[src/rtl/y86_pkg.sv]
// Shared Y86-64 definitions: instruction/status codes, ALU and condition
// function codes, and the M pipeline register layout with its bubble value.
`default_nettype none

package y86_pkg;

  localparam logic [3:0] I_HALT   = 4'h0;
  localparam logic [3:0] I_NOP    = 4'h1;
  localparam logic [3:0] I_RRMOVQ = 4'h2;
  localparam logic [3:0] I_IRMOVQ = 4'h3;
  localparam logic [3:0] I_RMMOVQ = 4'h4;
  localparam logic [3:0] I_MRMOVQ = 4'h5;
  localparam logic [3:0] I_OPQ    = 4'h6;
  localparam logic [3:0] I_JXX    = 4'h7;
  localparam logic [3:0] I_CALL   = 4'h8;
  localparam logic [3:0] I_RET    = 4'h9;
  localparam logic [3:0] I_PUSHQ  = 4'hA;
  localparam logic [3:0] I_POPQ   = 4'hB;

  localparam logic [0:3] STAT_AOK = 4'b1000;
  localparam logic [0:3] STAT_HLT = 4'b0100;
  localparam logic [0:3] STAT_ADR = 4'b0010;
  localparam logic [0:3] STAT_INS = 4'b0001;

  localparam logic [3:0] RNONE = 4'hF;

  // ALU_NONE covers OPq function codes above 3: zero result, ZF only.
  typedef enum logic [2:0] {
    ALU_ADD  = 3'd0,
    ALU_SUB  = 3'd1,
    ALU_AND  = 3'd2,
    ALU_XOR  = 3'd3,
    ALU_NONE = 3'd4
  } alufun_e;

  localparam logic [3:0] C_YES = 4'h0;
  localparam logic [3:0] C_LE  = 4'h1;
  localparam logic [3:0] C_L   = 4'h2;
  localparam logic [3:0] C_E   = 4'h3;
  localparam logic [3:0] C_NE  = 4'h4;
  localparam logic [3:0] C_GE  = 4'h5;
  localparam logic [3:0] C_G   = 4'h6;

  typedef struct packed {
    logic [0:3]  stat;
    logic [3:0]  icode;
    logic        cnd;
    logic [63:0] valE;
    logic [63:0] valA;
    logic [63:0] valP;
    logic [3:0]  dstE;
    logic [3:0]  dstM;
  } m_reg_t;

  localparam m_reg_t M_BUBBLE = '{
    stat:  STAT_AOK,
    icode: I_NOP,
    cnd:   1'b0,
    valE:  64'd0,
    valA:  64'd0,
    valP:  64'd0,
    dstE:  RNONE,
    dstM:  RNONE
  };

endpackage

`default_nettype wire

[src/rtl/alu64.sv]
// Combinational 64-bit Y86 ALU producing the result and {ZF,SF,OF}.
`default_nettype none

module alu64
  import y86_pkg::*;
(
  input  logic [63:0] aluA,
  input  logic [63:0] aluB,
  input  alufun_e     alufun,
  output logic [63:0] result,
  output logic [2:0]  flags
);

  logic of;

  always_comb begin
    result = 64'd0;
    of     = 1'b0;
    case (alufun)
      ALU_ADD: begin
        result = aluB + aluA;
        of     = (aluA[63] == aluB[63]) && (result[63] != aluA[63]);
      end
      ALU_SUB: begin
        result = aluB - aluA;
        of     = (aluA[63] != aluB[63]) && (result[63] != aluB[63]);
      end
      ALU_AND: result = aluB & aluA;
      ALU_XOR: result = aluB ^ aluA;
      default: result = 64'd0;
    endcase
  end

  assign flags = {(result == 64'd0), result[63], of};

endmodule

`default_nettype wire

[src/rtl/execute.sv]
// Y86-64 execute stage: ALU operand selection, CC register, condition
// evaluation and the M pipeline register.
`default_nettype none

module execute
  import y86_pkg::*;
(
  input  logic        clk,
  input  logic        rst_n,
  input  logic [0:3]  E_stat,
  input  logic [3:0]  E_icode,
  input  logic [3:0]  E_ifun,
  input  logic [63:0] E_valC,
  input  logic [63:0] E_valA,
  input  logic [63:0] E_valB,
  input  logic [63:0] E_valP,
  input  logic [3:0]  E_dstE,
  input  logic [3:0]  E_dstM,
  input  logic [0:3]  m_stat,
  input  logic [0:3]  W_stat,
  input  logic        M_bubble,
  output logic [63:0] e_valE,
  output logic        e_Cnd,
  output logic [3:0]  e_dstE,
  output logic [2:0]  cc,
  output logic [0:3]  M_stat,
  output logic [3:0]  M_icode,
  output logic        M_cnd,
  output logic [63:0] M_valE,
  output logic [63:0] M_valA,
  output logic [63:0] M_valP,
  output logic [3:0]  M_dstE,
  output logic [3:0]  M_dstM
);

  logic [63:0] alu_a, alu_b;
  alufun_e     alufun;
  logic [2:0]  alu_flags;
  logic [2:0]  cc_q, cc_d;
  logic        set_cc;
  logic        zf, sf, of;
  m_reg_t      m_q, m_d;

  always_comb begin
    alu_a = 64'd0;
    case (E_icode)
      I_RRMOVQ, I_OPQ:            alu_a = E_valA;
      I_IRMOVQ, I_RMMOVQ, I_MRMOVQ: alu_a = E_valC;
      I_CALL, I_PUSHQ:            alu_a = 64'hFFFF_FFFF_FFFF_FFF8;
      I_RET, I_POPQ:              alu_a = 64'd8;
      default:                    alu_a = 64'd0;
    endcase
  end

  always_comb begin
    alu_b = 64'd0;
    case (E_icode)
      I_RMMOVQ, I_MRMOVQ, I_OPQ, I_CALL, I_RET, I_PUSHQ, I_POPQ: alu_b = E_valB;
      default: alu_b = 64'd0;
    endcase
  end

  always_comb begin
    alufun = ALU_ADD;
    if (E_icode == I_OPQ) begin
      case (E_ifun)
        4'h0:    alufun = ALU_ADD;
        4'h1:    alufun = ALU_SUB;
        4'h2:    alufun = ALU_AND;
        4'h3:    alufun = ALU_XOR;
        default: alufun = ALU_NONE;
      endcase
    end
  end

  alu64 u_alu (
    .aluA   (alu_a),
    .aluB   (alu_b),
    .alufun (alufun),
    .result (e_valE),
    .flags  (alu_flags)
  );

  // A faulting instruction ahead in M or W suppresses the update permanently.
  assign set_cc = (E_icode == I_OPQ) && (E_stat == STAT_AOK) &&
                  (m_stat == STAT_AOK) && (W_stat == STAT_AOK);
  assign cc_d   = set_cc ? alu_flags : cc_q;

  always_ff @(posedge clk) begin
    if (!rst_n) cc_q <= 3'b100;
    else        cc_q <= cc_d;
  end

  assign {zf, sf, of} = cc_q;
  assign cc = cc_q;

  always_comb begin
    e_Cnd = 1'b0;
    case (E_ifun)
      C_YES:   e_Cnd = 1'b1;
      C_LE:    e_Cnd = (sf ^ of) | zf;
      C_L:     e_Cnd = sf ^ of;
      C_E:     e_Cnd = zf;
      C_NE:    e_Cnd = ~zf;
      C_GE:    e_Cnd = ~(sf ^ of);
      C_G:     e_Cnd = ~(sf ^ of) & ~zf;
      default: e_Cnd = 1'b0;
    endcase
  end

  assign e_dstE = ((E_icode == I_RRMOVQ) && !e_Cnd) ? RNONE : E_dstE;

  always_comb begin
    m_d       = M_BUBBLE;
    m_d.stat  = E_stat;
    m_d.icode = E_icode;
    m_d.cnd   = e_Cnd;
    m_d.valE  = e_valE;
    m_d.valA  = E_valA;
    m_d.valP  = E_valP;
    m_d.dstE  = e_dstE;
    m_d.dstM  = E_dstM;
  end

  always_ff @(posedge clk) begin
    if (!rst_n)        m_q <= M_BUBBLE;
    else if (M_bubble) m_q <= M_BUBBLE;
    else               m_q <= m_d;
  end

  assign M_stat  = m_q.stat;
  assign M_icode = m_q.icode;
  assign M_cnd   = m_q.cnd;
  assign M_valE  = m_q.valE;
  assign M_valA  = m_q.valA;
  assign M_valP  = m_q.valP;
  assign M_dstE  = m_q.dstE;
  assign M_dstM  = m_q.dstM;

endmodule

`default_nettype wire

[config.mk]
export PLATFORM = sky130hd
export DESIGN_NAME = execute
export DESIGN_NICKNAME = d
export VERILOG_FILES = /design/src/rtl/y86_pkg.sv /design/src/rtl/alu64.sv /design/src/rtl/execute.sv
export SDC_FILE = /design/constraint.sdc
export NUM_CORES = 1
export LEC_CHECK = 0
export ABC_AREA = 1
export CORE_MARGIN = 5
export CORE_UTILIZATION = 30
export CTS_CLUSTER_SIZE = 8
export DETAILED_ROUTE_END_ITERATION = 16
export MAX_ROUTING_LAYER = met4
export PLACE_DENSITY = 0.55
export SLEW_MARGIN = 20
export SYNTH_ARGS = -nofsm -noshare
export SYNTH_HDL_FRONTEND = slang
export SYNTH_HIERARCHICAL = 1
export SYNTH_SLANG_ARGS = --single-unit
[constraint.sdc]
create_clock -name clk -period 7.2 [get_ports clk]
set_input_delay 2.16 -clock clk [delete_from_list [all_inputs] [get_ports clk]]
set_output_delay 2.16 -clock clk [all_outputs]
set_load 0.02 [all_outputs]
==> run summary <==
Status: finished, violations left
Failing checks: setup timing
Layout cells sized above 1: 45.3%
Final ANT Viol Nets: 0
Synth Warn #: 6
First-pass GRT wire length: 184000 µm
Via density: 4.78
WL met2: 59700 µm
Critical Path End Type: primary output
Fin cells: 6529
CTS Sinks: 212
Ys flop type: dfxtp_1
P&R area growth vs syn: 110%
CP startpoint kind: input port
R2R setup slack: 5.81 ns
Register area share after synthesis: 19.9%
Synthesized area per cell: 5.42 µm²
Mapped Area: 0.0213 mm²
Core box area: 0.0701 mm²
Max FO, Critical Path: 4
Worst skew pair latency: 0.60 ns
Worst r2r path cells: 9
Setup violators final: 48
Crit Reg-Reg Startpoint: cc[0]
Switch Pwr: 0.00282 W
Wire length on met1: 55600 µm
Detailed placer's ending HPWL: 104000 µm
Highest Signal Layer: met4
Slowest cell delay on critical path: 0.39 ns
Die ar.: 0.0764 mm²
Clock root cell: clkbuf_16
Max Clock Freq: 0.133 GHz
Worst VDD drop: 0.180 mV
Sequential share of power: 18.4%
IO Port Bufs: 567
# fillers: 6433
Pin count of the biggest net entering global routing: 134
R2r endpoint: M_dstE[2]
Initial antenna violation count: 4
Final worst slack: -0.303 ns
CTS tree: yes
Vias in the first global route: 29367
Post-layout instance area: 0.0446 mm²
Core Rows: 97
Slew Limit Fails: 0
Clock Skew: 0.0225 ns
H-tree depth: 1
Final net count: 6002
Mapped Nets: 4340
WL per Instance: 19.9 µm
Fin crit share: 104%
CP startpoint: E_icode[3]
Clock share of power: 18.9%
MaxCap Viol Count: 0
Final Hold Vio Count: 0
Synth Register Bits: 212
Total iterations of the first detailed-routing run: 8
DR DRC count: 0
RSZ-0062 raised after global routing: yes
Num ports: 568
EDFF count, synth: 0
Crit path capture: e_valE[54]
Via count: 31238
Clock Tree Buf Depth: 3
CP arrival: 5.34 ns
Leak: 23.3 nW
Critical path's slowest cell: fa_2
Hold_buf cts: 0
Hold WC Path Type: reg2reg
CTS Buf Count: 30
Die H: 276 µm
Initial Util: 30.3%
Req. time, crit path: 5.04 ns
Relative slew slack: 54.6%
Total Routing Usage GR: 32.0%
Logic pwr share: 62.7%
Routed wl met3: 11100 µm
Area post-placement: 0.0349 mm²
P_int: 0.00398 W
Final RePlAce weighted congestion: 1.03
Power Dens Cells: 152 mW/mm²
Total grt overflow: 0
Asr flop ratio synth: 0%
Syn Inst Count: 3924
Iter 0 DRT Violations: 2710
Least-Margin Pin Slew: 0.681 ns
CP Class: in2out
Sw frac: 41.4%
Fin crit period: 7.50 ns
Total wire length: 130000 µm
Clock slew at reported path FFs: 0.05 ns
Placed cells: 6280
Yosys cell types: 44
Die width: 276 µm
## Yosys cell counts (2+ instances only)
master | count | area (µm²)
o211ai_1 | 2 | 15.0
clkbuf_1 | 23 | 86.3
a31oi_1 | 2 | 12.5
nand3_2 | 10 | 100
o21ai_1 | 2 | 10.0
and2_1 | 4 | 25.0
ha_1 | 127 | 1590
nand2_2 | 18 | 113
o22ai_1 | 15 | 93.8
nor3_1 | 24 | 120
nand3b_1 | 4 | 30.0
nor4_1 | 3 | 18.8
inv_1 | 964 | 3620
nor3_2 | 6 | 60.1
a22oi_1 | 46 | 345
xor2_1 | 2 | 17.5
a21oi_2 | 5 | 43.8
dfxtp_1 | 212 | 4240
nor2_4 | 7 | 78.8
buf_6 | 13 | 146
clkinv_1 | 2 | 7.51
o21bai_1 | 18 | 135
o21ai_0 | 48 | 240
buf_4 | 19 | 143
o221ai_1 | 60 | 526
fa_1 | 2 | 40.0
or2_2 | 6 | 37.5
buf_2 | 66 | 330
a21o_1 | 4 | 30.0
nor2_2 | 32 | 200
buf_1 | 4 | 15.0
nand2_1 | 1100 | 4130
a21oi_1 | 120 | 601
nand3_1 | 317 | 1590
nand4_1 | 26 | 163
nor2_1 | 573 | 2150
inv_2 | 31 | 116
## sequential cells by signal (all words and copies together) (netlist names)
name     flops
M_cnd        1
M_dstE       4
M_valP      64
M_valA      64
M_icode      4
cc           3
M_stat       4
M_dstM       4
M_valE      64
## worst min path at each step
stage / startpoint / endpoint / slack, ns / depth (start not counted)
floorplan: cc[2] / cc[2] / 0.57 / 2
global placement: cc[1] / cc[1] / 0.55 / 4
detailed placement: cc[1] / cc[1] / 0.56 / 4
CTS: cc[1] / cc[1] / 0.57 / 4
global route: cc[2] / cc[2] / 0.58 / 2
finish: cc[2] / cc[2] / 0.56 / 2
## per-stage QoR
step / utilization, % / total power, W / hold slack [ns] / setup slack [ns] / TNS (ns)
floorplan: - / 0.00260 / 0.567 / 0.334 / 0
global placement: 49.8 / 0.00436 / 0.549 / -1.67 / -61.79
detailed placement: 49.8 / 0.00436 / 0.557 / -1.61 / -63.23
CTS: 58.5 / 0.00631 / 0.566 / -0.392 / -8.09
global route: 63.6 / 0.00712 / 0.582 / -0.431 / -14.62
finish: 63.6 / 0.00680 / 0.565 / -0.303 / -8.56
## layer usage
layer / vias up / track usage (%)
met5: - / -
met4: 0 / 6.75
met3: 178 / 4.75
met2: 1289 / 51.8
met1: 14688 / 42.8
li1: 15083 / -
## placed cells by master (no fill, tap or decap), types with 41 or more instances in the layout
master	instances
a21oi_1	55
a21oi_2	49
a22oi_1	46
buf_12	43
buf_4	989
buf_6	197
clkdlybuf4s50_1	500
dfxtp_1	212
ha_1	51
ha_4	59
inv_1	813
inv_2	164
nand2_1	704
nand2_2	312
nand2_4	99
nand3_1	183
nand3_2	109
nor2_1	362
nor2_2	114
nor2_4	136
o221ai_4	41
## kinds of logic after synthesis
| kind of cell | after synthesis | synth area share, % |
|---|---|---|
| compound gates | 325 | 9.78 |
| xor+xnor | 3 | 0.124 |
| fa+ha+maj | 129 | 7.66 |
| buf+inv | 1123 | 21.0 |
| flops | 212 | 19.9 |
| simple gates | 2132 | 41.5 |
## layout make-up
type                    count  area, µm²  area share, %
clock buffers              34        797           1.79
multi-input cells        2589      18500           41.5
flip-flops and latches    212       4240           9.51
well taps                 940       1180           2.64
inverters                 997       3810           8.54
repair buffers           1756      16100           36.0
diodes                      1       2.50        0.00561
## power groups by stage
stage	registers (W)	logic [W]	clock network, W
2_1_floorplan	0.00134	0.00126	0
3_3_place_gp	0.00127	0.00309	0
3_5_place_dp	0.00127	0.00309	0
4_1_cts	0.00125	0.00373	0.00133
5_1_grt	0.00125	0.00449	0.00138
6_report	0.00125	0.00427	0.00129
## critical path, delay by kind of cell
kind | cells | cell delay, ns
buf+inv | 13 | 1.32
simple gates | 12 | 1.02
fa+ha+maj | 2 | 0.53
compound gates | 2 | 0.28
## repair_timing
action	4_1_cts	5_1_grt
pin swaps	183	314
gates resized for setup	1153	807
buffers inserted	112	100
cloned	12	1
endpoints found under the setup margin	62	58
(Power assumes the default switching activity.)
